**src/rtl/multicycle_controller_pkg.sv**
```systemverilog
// rtl/multicycle_controller_pkg.sv - opcode, ALU function, PC source and state definitions
package multicycle_controller_pkg;

    localparam logic [3:0] OP_MOV   = 4'b0000;
    localparam logic [3:0] OP_ADD   = 4'b0001;
    localparam logic [3:0] OP_SUB   = 4'b0010;
    localparam logic [3:0] OP_AND   = 4'b0011;
    localparam logic [3:0] OP_OR    = 4'b0100;
    localparam logic [3:0] OP_NOT   = 4'b0101;
    localparam logic [3:0] OP_LOAD  = 4'b1000;
    localparam logic [3:0] OP_STORE = 4'b1001;
    localparam logic [3:0] OP_BEQ   = 4'b1100;
    localparam logic [3:0] OP_JMP   = 4'b1101;
    localparam logic [3:0] OP_HALT  = 4'b1111;

    localparam logic [2:0] ALU_PASS = 3'b000;
    localparam logic [2:0] ALU_ADD  = 3'b001;
    localparam logic [2:0] ALU_SUB  = 3'b010;
    localparam logic [2:0] ALU_AND  = 3'b011;
    localparam logic [2:0] ALU_OR   = 3'b100;
    localparam logic [2:0] ALU_NOT  = 3'b101;

    localparam logic [1:0] PC_SRC_INC    = 2'b00;
    localparam logic [1:0] PC_SRC_BRANCH = 2'b01;
    localparam logic [1:0] PC_SRC_JUMP   = 2'b10;

    typedef enum logic [2:0] {
        ST_FETCH,
        ST_DECODE,
        ST_EXEC,
        ST_WB,
        ST_MEM_RD,
        ST_MEM_WR,
        ST_BRANCH,
        ST_HALT
    } state_t;

    // ALU opcodes carry their alu_func encoding in the low three bits.
    function automatic logic is_alu_op(input logic [3:0] op);
        return (op[3] == 1'b0) && (op[2:0] <= ALU_NOT);
    endfunction

endpackage

```
**src/rtl/multicycle_controller.sv**
```systemverilog
// rtl/multicycle_controller.sv - control FSM sequencing fetch/decode/execute/memory/write-back
module multicycle_controller
    import multicycle_controller_pkg::*;
#(
    parameter int MEM_TIMEOUT = 15
) (
    input  logic       i_clk,
    input  logic       i_rst,
    input  logic [3:0] i_opcode,
    input  logic       i_zero,
    input  logic       i_mem_ready,
    output logic [2:0] o_alu_func,
    output logic       o_ir_write,
    output logic       o_pc_write,
    output logic [1:0] o_pc_src,
    output logic       o_mem_read,
    output logic       o_mem_write,
    output logic       o_mem_addr_src,
    output logic       o_reg_write,
    output logic       o_reg_src,
    output logic       o_halted,
    output logic       o_illegal,
    output logic       o_bus_error
);

    localparam int CW = $clog2(MEM_TIMEOUT + 1);
    localparam logic [CW-1:0] CNT_LAST = CW'(MEM_TIMEOUT - 1);

    state_t        r_state;
    state_t        w_next;
    logic [CW-1:0] r_cnt;
    logic          r_bus_error;
    logic          w_waiting;
    logic          w_timeout;

    assign w_waiting = ((r_state == ST_FETCH) || (r_state == ST_MEM_RD) || (r_state == ST_MEM_WR))
                       && !i_mem_ready;
    // The waiting cycle that would bring the counter to MEM_TIMEOUT is the last one allowed.
    assign w_timeout = w_waiting && (r_cnt == CNT_LAST);
    assign o_bus_error = r_bus_error;

    always_ff @(posedge i_clk or posedge i_rst) begin
        if (i_rst) begin
            r_state     <= ST_FETCH;
            r_cnt       <= '0;
            r_bus_error <= 1'b0;
        end else begin
            r_state <= w_next;
            if (w_next != r_state) begin
                r_cnt <= '0;
            end else if (w_waiting) begin
                r_cnt <= r_cnt + 1'b1;
            end
            if (w_timeout) begin
                r_bus_error <= 1'b1;
            end
        end
    end

    always_comb begin
        w_next         = r_state;
        o_alu_func     = ALU_PASS;
        o_ir_write     = 1'b0;
        o_pc_write     = 1'b0;
        o_pc_src       = PC_SRC_INC;
        o_mem_read     = 1'b0;
        o_mem_write    = 1'b0;
        o_mem_addr_src = 1'b0;
        o_reg_write    = 1'b0;
        o_reg_src      = 1'b0;
        o_halted       = 1'b0;
        o_illegal      = 1'b0;
        case (r_state)
            ST_FETCH: begin
                o_mem_read = 1'b1;
                if (i_mem_ready) begin
                    o_ir_write = 1'b1;
                    o_pc_write = 1'b1;
                    w_next     = ST_DECODE;
                end else if (w_timeout) begin
                    w_next = ST_HALT;
                end
            end
            ST_DECODE: begin
                if (is_alu_op(i_opcode)) begin
                    o_alu_func = i_opcode[2:0];
                    w_next     = ST_EXEC;
                end else begin
                    case (i_opcode)
                        OP_LOAD, OP_STORE: begin
                            o_alu_func = ALU_ADD;
                            w_next     = ST_EXEC;
                        end
                        OP_BEQ:  w_next = ST_BRANCH;
                        OP_JMP: begin
                            o_pc_write = 1'b1;
                            o_pc_src   = PC_SRC_JUMP;
                            w_next     = ST_FETCH;
                        end
                        OP_HALT: w_next = ST_HALT;
                        default: begin
                            o_illegal = 1'b1;
                            w_next    = ST_FETCH;
                        end
                    endcase
                end
            end
            ST_EXEC: begin
                if (is_alu_op(i_opcode)) begin
                    o_alu_func = i_opcode[2:0];
                    w_next     = ST_WB;
                end else if (i_opcode == OP_LOAD) begin
                    o_alu_func = ALU_ADD;
                    w_next     = ST_MEM_RD;
                end else if (i_opcode == OP_STORE) begin
                    o_alu_func = ALU_ADD;
                    w_next     = ST_MEM_WR;
                end else begin
                    w_next = ST_FETCH;
                end
            end
            ST_WB: begin
                o_reg_write = 1'b1;
                w_next      = ST_FETCH;
            end
            ST_MEM_RD: begin
                o_mem_read     = 1'b1;
                o_mem_addr_src = 1'b1;
                if (i_mem_ready) begin
                    o_reg_write = 1'b1;
                    o_reg_src   = 1'b1;
                    w_next      = ST_FETCH;
                end else if (w_timeout) begin
                    w_next = ST_HALT;
                end
            end
            ST_MEM_WR: begin
                o_mem_write    = 1'b1;
                o_mem_addr_src = 1'b1;
                if (i_mem_ready) begin
                    w_next = ST_FETCH;
                end else if (w_timeout) begin
                    w_next = ST_HALT;
                end
            end
            ST_BRANCH: begin
                o_alu_func = ALU_SUB;
                if (!i_zero) begin
                    o_pc_write = 1'b1;
                    o_pc_src   = PC_SRC_BRANCH;
                end
                w_next = ST_FETCH;
            end
            ST_HALT: begin
                o_halted = 1'b1;
            end
            default: w_next = ST_FETCH;
        endcase
    end

endmodule
```
**config.mk**
```make
export PLATFORM = sky130hd
export DESIGN_NAME = multicycle_controller
export DESIGN_NICKNAME = d
export VERILOG_FILES = /design/src/rtl/multicycle_controller_pkg.sv /design/src/rtl/multicycle_controller.sv
export SDC_FILE = /design/constraint.sdc
export NUM_CORES = 1
export LEC_CHECK = 0
export CORE_MARGIN = 5
export CORE_UTILIZATION = 40
export DETAILED_ROUTE_END_ITERATION = 7
export HOLD_SLACK_MARGIN = 0.02
export PLACE_DENSITY = 0.7
export RECOVER_POWER = 100
export SYNTH_ARGS = -nofsm -noshare
export SYNTH_HDL_FRONTEND = slang
export SYNTH_SLANG_ARGS = --single-unit
export TNS_END_PERCENT = 20
```
**constraint.sdc**
```tcl
create_clock -name i_clk -period 3.3 [get_ports i_clk]
set_input_delay 0.66 -clock i_clk [delete_from_list [all_inputs] [get_ports i_clk]]
set_output_delay 0.66 -clock i_clk [all_outputs]
set_load 0.02 [all_outputs]
```
; After elaboration in Yosys (flattened, before gate mapping)
; Cells that the tools add are included.
[op_classes]
n_reduce_logical = 13
eq_ne = 14
n_lt_le_gt_ge = 1
add_sub_neg = 1
mux = 36
bitwise_logic = 1
[op_table]
columns = operator, n
row1 = 3-bit two-way mux, 9
row2 = 4-bit == test (second input constant), 6
row3 = 3-bit one-hot mux with 3 select lines, 2
row4 = 1-bit two-way mux, 17
row5 = 3-bit one-hot mux with 5 select lines, 1
row6 = 3-bit == test (second input constant), 4
row7 = 4-bit two-way mux, 2
row8 = 2-bit OR reduction, 4
row9 = 3-bit by 2-bit == test with 1-bit output (second input constant), 2
row10 = 5-bit OR reduction, 1
row11 = 4-bit by 1-bit adder with 4-bit output (second input constant), 1
row12 = 2-bit two-way mux, 2
row13 = 2-bit one-hot mux with 2 select lines, 1
row14 = 3-bit by 1-bit == test with 1-bit output (second input constant), 1
row15 = 3-bit <= comparator (second input constant), 1
row16 = 1-bit logical AND, 3
row17 = 3-bit logical NOT, 1
row18 = 3-bit != test, 1
row19 = 1-bit one-hot mux with 3 select lines, 1
row20 = 1-bit logical OR, 2
row21 = 1-bit one-hot mux with 2 select lines, 1
row22 = 2-bit nonzero test, 1
row23 = 1-bit logical NOT, 1
row24 = 1-bit inverter, 1
[word_totals]
input_bits = 8
register_bits = 8
wordCells = 69

; Longest topological paths before layout
; Gate-level depths: netlist of run 1.
[depth]
ltp_word = 10
ltp_mapped = 6
depth_no_buf = 6

; Worst setup path before layout of run 1
; Ideal clock, no wire load.
[synth_timing]
path_kind = input-to-output
from = input i_opcode[0]
to = output o_pc_write
path_stages = 4
arrival_time_ps = 1773
t_required_ps = 2640
path_slack_ps = 867
path_cell_list = nand3_2 > or2_4 > nor3_1 > or3_1
[synth_via]
elab_chain_len = 4
[synth_rtl]
columns = item, line_no
row1 = "start, declared", multicycle_controller.sv:9  ; input logic [3:0] i_opcode,
row2 = 3-bit <= comparator or 4-bit == test (tied branches), "multicycle_controller_pkg.sv:40, multicycle_controller.sv:89"
row3 = 1-bit logical AND or 1-bit two-way mux (tied branches), "multicycle_controller_pkg.sv:40, multicycle_controller.sv:89"
row4 = 1-bit two-way mux (*), multicycle_controller.sv:85  ; if (is_alu_op(i_opcode)) begin
row5 = 1-bit one-hot mux with 3 select lines (*), multicycle_controller.sv:73  ; case (r_state)
row6 = "end, declared", multicycle_controller.sv:14  ; output logic o_pc_write,
; Mark *: on every way between the ends. The rest lies on a longest branch, timed or not.

; Worst setup path in the final report of run 1
; Same ends and word-level chain as after synthesis.

==> results of run 1 <==
==> state kept, by name (all words and copies together), names as in the netlist <==
| name | cells |
|---|---|
| r_state | 3 |
| o_bus_error | 1 |
| r_cnt | 4 |
==> cell usage after synthesis (2+ instances only) <==
cell and number:
nor3b_1 4, a2111oi_1 4, nor3_1 5, inv_1 4, a21oi_1 6, dfrtp_1 8
o221ai_1 2, and2_1 2, xor2_1 2, clkbuf_1 5, nand2_1 8, nor2_1 6
o211ai_1 2, and3_1 2, nand2b_1 2, nor2b_1 2, ha_1 2, a31oi_1 2
o21ai_0 2, xnor2_1 2, nand3_1 6
==> power by group <==
part,internal (mW),total [mW],switching (mW)
clock network,0.0412,0.0691,0.0279
registers,0.120,0.167,0.0465
logic,0.167,0.395,0.228
total,0.329,0.631,0.302
==> per-layer routing <==
| layer | global-route usage, % | routed length (um) | up-vias |
|---|---|---|---|
| li1 | - | - | 405 |
| met1 | 20.20 | 942 | 367 |
| met2 | 22.45 | 872 | 22 |
| met3 | 1.972 | 114 | 0 |
| met4 | 5.106 | 0 | 0 |
| met5 | 0 | 0 | - |
==> per-stage QoR <==
step | instance area [sq um] | setup slack (ns) | cells | hold WS [ns] | util, %
CTS | 1027 | 0.1032 | 144 | 0.4826 | 58.23
global placement | 1005 | 0.1646 | 141 | 0.4652 | 56.95
finish | 1013 | 0.09197 | 144 | 0.4704 | 57.45
detailed placement | 1005 | 0.1087 | 141 | 0.4662 | 56.95
floorplan | 750.7 | 0.8668 | 97 | 0.4757 | -
global route | 1013 | 0.02993 | 144 | 0.5002 | 57.45
==> cell usage in the layout (no fill, tap or decap), types with 2 or more instances in the layout <==
master and count:
ha_1 2, xor2_1 2, dfrtp_1 8, o211ai_1 2, o221ai_1 2, xnor2_1 2
nand3_1 7, and3_1 2, inv_1 4, dlygate4sd3_1 11, nor3b_1 4, buf_4 3
nand2_1 8, o21ai_0 2, nor2b_1 2, a31oi_1 2, clkbuf_4 3, a21oi_1 6
a2111oi_0 5, nor2_1 6, nand2b_1 2, clkdlybuf4s50_1 11, nor3_1 5
==> cells by family (layout without fill, tap and decap cells) <==
kind of cell	count (synthesis)	after routing	synth area share, %
xor gates and xnor gates	4	4	4.668
buffers and inverters	11	33	5.665
DFF	8	8	26.67
adders and majority gates	2	2	3.333
and+or+nand+nor	46	46	34.17
AOI/OAI and AO/OA	26	26	25.50
==> cell type report <==
cell class	instances	area, sq um	share of cell area (%)
flip-flops and latches	8	200.2	19.75
inverters	4	15.01	1.481
clock buffers	3	22.52	2.222
multi-input cells	78	498.0	49.14
repair buffers	26	246.5	24.32
well taps	25	31.28	3.086
==> worst min-delay path by stage <==
stage / startpoint / end / slack [ns] / cells after the start
2_1_floorplan: i_rst / o_bus_error / 0.48 / 1
3_3_place_gp: o_bus_error / o_bus_error / 0.47 / 1
3_5_place_dp: o_bus_error / o_bus_error / 0.47 / 1
4_1_cts: o_bus_error / o_bus_error / 0.48 / 1
5_1_grt: o_bus_error / o_bus_error / 0.50 / 1
6_report: o_bus_error / o_bus_error / 0.47 / 1
==> metrics.yaml, run 1 <==
run_status:
  status: "complete, no violations"
logic_synthesis:
  synth_cell_types: 40
  syn_avg_cell_area_sq_um: 7.739
  synth-async-reset-ratio_pct: 100.0
  netlist_area_sq_um: 750.7
  postSynthCellCount: 97
  synth_edf_count: 0
  yosys.area.top_type_share_pct: 26.67
  syn_nets: 107
  dominantRegCellSynth: "dfrtp_1"
  ys_ff_latch: 8
  seq_area_frac_synth_pct: 26.67
  synth_area_leaders: "dfrtp_1 27%, a2111oi_1 5.3%, a21oi_1 4.0%"
  yosysTopAreaCell: "dfrtp_1"
  yosysWarnings: 0
worst_setup_path:
  critical_path.most_common_cell: "clkdlybuf4s50_1"
  cp_slowest_cell: "clkdlybuf4s50_1"
  cp.arrival_ns: 2.55
  critPathLaunch: "i_opcode[0]"
  max_stage_delay_ns: 0.59
  crit_path_end: "o_pc_write"
  r2r_cells: 4
  crit_chain: "clkdlybuf4s50_1 > nand3_1 > or2_4 > nor3_1 > or3_1 > clkdlybuf4s50_1"
  r2r_slack_ns: 1.21
  worstReg2RegStart: "r_state[0]"
  path_depth: 6
  crit_path_start_kind: "input pin"
  critPathBufInv: 2
  reg2reg_to: "r_cnt[0]"
  criticalPathCategory: "input pin to output port"
  required_ns: 2.64
  cp_max_fo: 5
  end_kind: "output port"
  crit_family: "buffers and inverters"
detailed_routing:
  ant_nets: 0
  drt-wirelength-per-cell_um: 13.39
  vias: 794
  drtPass1Iterations: 4
  vias_per_cell: 5.514
  wl_um: 1928
  drtIter0Drc: 14
  remaining_drc_errors: 0
power_and_ir_drop:
  p_per_area_nw_per_um2: 622.3
  ir_worst_vdd_v: 0.0005087
  p_total_mw: 0.6306
  leakage_nw: 0.4197
final_layout:
  fin_nets: 131
  diodes: 0
  nFillCells: 181
  drive_gt1_share_pct: 7.563
  syn2layout_area_growth_pct: 35.00
floorplan:
  die-area_sq_um: 2843
  fp.dieH_um: 53.32
  core_sq_um: 1764
  io_pins: 23
  chipWidth_um: 53.32
  rows: 15
  initial_core_util_pct: 42.55
clocking:
  cts_tree: "built"
  cts_buffer_depth: 2
  worstSkewPairLatency_ns: 0.24
  cts_resized: 0
  cts_setup_buffers: 0
  htreeDepth: 1
  cts_hold_buffers: 0
  root_buffer: "clkbuf_4"
  numCtsBuffers: 3
  cts_num_sinks: 8
  clk_pin_slew_ns: 0.05
sta:
  worstMarginPinSlew_ns: 0.4555
  clock_skew_ns: 0.005305
  rsz0062_at_grt: "no"
  relSlewSlack_pct: 69.31
  setup_viol: 0
  finalCritPeriodShare_pct: 97.21
  hold_viol_final: 0
  max_freq_ghz: 0.3117
  maxSlewViolCount: 0
  setup-tns-final_ns: 0
  finalCriticalPeriod_ns: 3.208
global_route:
  grt_max_degree: 17
  grt_use_total_pct: 14.49
  grt_overflow: 0
  antenna_found_initial: 0
  grt_pass1_wl_um: 3125
  grt_pass1_vias: 714
placed_design:
  io_buffers: 22
  gp_congestion: 0.8470
  dp_hpwl_um: 1552
job:
  maxCapViolations: 0
hold_path:
  hold_path.class: "flop to flop"
Power figures use the tool's default switching activity.
==> run 2, diff against run 1 <==
--- a/config.mk
+++ b/config.mk
@@ -5,11 +5,10 @@
 export SDC_FILE = /design/constraint.sdc
 export NUM_CORES = 1
 export LEC_CHECK = 0
-export CORE_MARGIN = 5
 export CORE_UTILIZATION = 40
 export DETAILED_ROUTE_END_ITERATION = 7
+export DONT_BUFFER_PORTS = 1
 export HOLD_SLACK_MARGIN = 0.02
-export PLACE_DENSITY = 0.7
 export RECOVER_POWER = 100
 export SYNTH_ARGS = -nofsm -noshare
 export SYNTH_HDL_FRONTEND = slang
==> metrics.yaml, run 2 (synthesized netlist as in run 1, its figures left out) <==
run_status:
  status: "complete, no violations"
worst_setup_path:
  critPathBufInv: 0
  cp_max_fo: 13
  required_ns: 2.64
  criticalPathCategory: "flop to output port"
  end_kind: "output port"
  worstReg2RegStart: "r_state[1]"
  crit_family: "compound AO/OA/AOI/OAI gates"
  cp_slowest_cell: "o32ai_1"
  cp.arrival_ns: 1.96
  max_stage_delay_ns: 0.62
  crit_chain: "nor2b_1 > nand3_1 > o32ai_1"
  crit_path_start_kind: "flop"
  critPathLaunch: "r_state[0]"
final_layout:
  diodes: 0
  syn2layout_area_growth_pct: 4.833
  largest_reg_flops: 4
  final_cell_mix: "8 x nand2_1, 8 x dfrtp_1, 6 x nand3_1, 6 x nor2_1, 6 x a21oi_1"
  top_register: "r_cnt"
  drive_gt1_share_pct: 7.216
  fin_nets: 109
sta:
  max_freq_ghz: 0.3814
  relSlewSlack_pct: 52.82
  setup_viol: 0
  clock_skew_ns: 0.01182
  finalCriticalPeriod_ns: 2.622
  setup-tns-final_ns: 0
  maxSlewViolCount: 0
  hold_viol_final: 0
  worstMarginPinSlew_ns: 0.7056
  fin_ws_ns: 0.6783
  whs_ns: 0.2342
  finalCritPeriodShare_pct: 79.44
  rsz0062_at_grt: "no"
placed_design:
  dp_hpwl_um: 1246
  dp_slack_ns: 0.9645
  io_buffers: 0
  gp_congestion: 0.8237
clocking:
  cts_tree: "built"
  clk_pin_slew_ns: 0.06
  htreeDepth: 1
  cts_buffer_depth: 2
  cts_hold_buffers: 0
  numCtsBuffers: 3
  cts_resized: 0
  worstSkewPairLatency_ns: 0.25
  cts_setup_buffers: 0
  cts_num_sinks: 8
  root_buffer: "clkbuf_4"
detailed_routing:
  ant_nets: 0
  wl_um: 1668
  vias: 728
  remaining_drc_errors: 0
  drtIter0Drc: 7
  drt-wirelength-per-cell_um: 13.67
  vias_per_cell: 5.967
  drtPass1Iterations: 4
floorplan:
  fp.dieH_um: 45.32
  chipWidth_um: 45.32
  core_sq_um: 1745
  io_pins: 23
  die-area_sq_um: 2054
  rows: 15
  initial_core_util_pct: 43.01
global_route:
  antenna_found_initial: 0
  grt_pass1_wl_um: 2746
  grt_max_degree: 20
  grt_pass1_vias: 599
  grt_use_total_pct: 18.39
  grt_overflow: 0
power_and_ir_drop:
  ir_worst_vdd_v: 0.0003333
  leakage_nw: 0.3028
  p_per_area_nw_per_um2: 689.3
hold_path:
  hold_path.class: "input pin to asynchronous set/reset pin"
job:
  maxCapViolations: 0
[run 2: changes by cell type in the layout (fill, tap and decap cells not counted), sizes merged]
cell and delta:
clkdlybuf4s50 -11, buf -3, clkbuf +3, dlygate4sd3 -11
[run 2: metal layers]
| metal | share of wire, % | track usage (%) | vias to the layer above |
|---|---|---|---|
| met5 | 0 | 0 | - |
| met4 | 0 | 7.273 | 0 |
| met3 | 7.1 | 2.000 | 0 |
| met2 | 45 | 24.93 | 29 |
| li1 | - | - | 360 |
| met1 | 48 | 29.18 | 339 |
[run 2: final timing paths]
| check | endpoint | slack (ns) | depth (start not counted) |
|---|---|---|---|
| worst max register to register | r_cnt[2] | 1.17 | 4 |
| min in group i_clk | r_state[2] | 0.57 | 2 |
| max in group asynchronous | r_cnt[2] | 2.83 | 1 |
| worst max-delay path | o_alu_func[1] | 0.68 | 3 |
| worst min-delay path | o_bus_error | 0.23 | 1 |
| worst min register to register | r_cnt[3] | 0.61 | 2 |
[run 2: layout make-up]
class / count / area (sq um)
Fill cell: 179 / 958.4
Multi-Input combinational cell: 78 / 503.0
Sequential cell: 8 / 200.2
Tap cell: 25 / 31.28
Clock buffer: 3 / 22.52
Timing Repair Buffer: 4 / 15.01
Inverter: 4 / 15.01
[run 2: through the flow]
stage	area (sq um)	power, mW	std cells	utilization, %
2_1_floorplan	750.7	0.4331	97	-
3_3_place_gp	784.5	0.4824	119	44.95
3_5_place_dp	784.5	0.4807	119	44.95
4_1_cts	807.0	0.5551	122	46.24
5_1_grt	787.0	0.5888	122	45.09
6_report	787.0	0.5425	122	45.09
[run 2: power breakdown]
| group | internal, mW | switching (mW) |
|---|---|---|
| Clock | 0.0413 | 0.0291 |
| Sequential | 0.120 | 0.0633 |
| Combinational | 0.0991 | 0.190 |
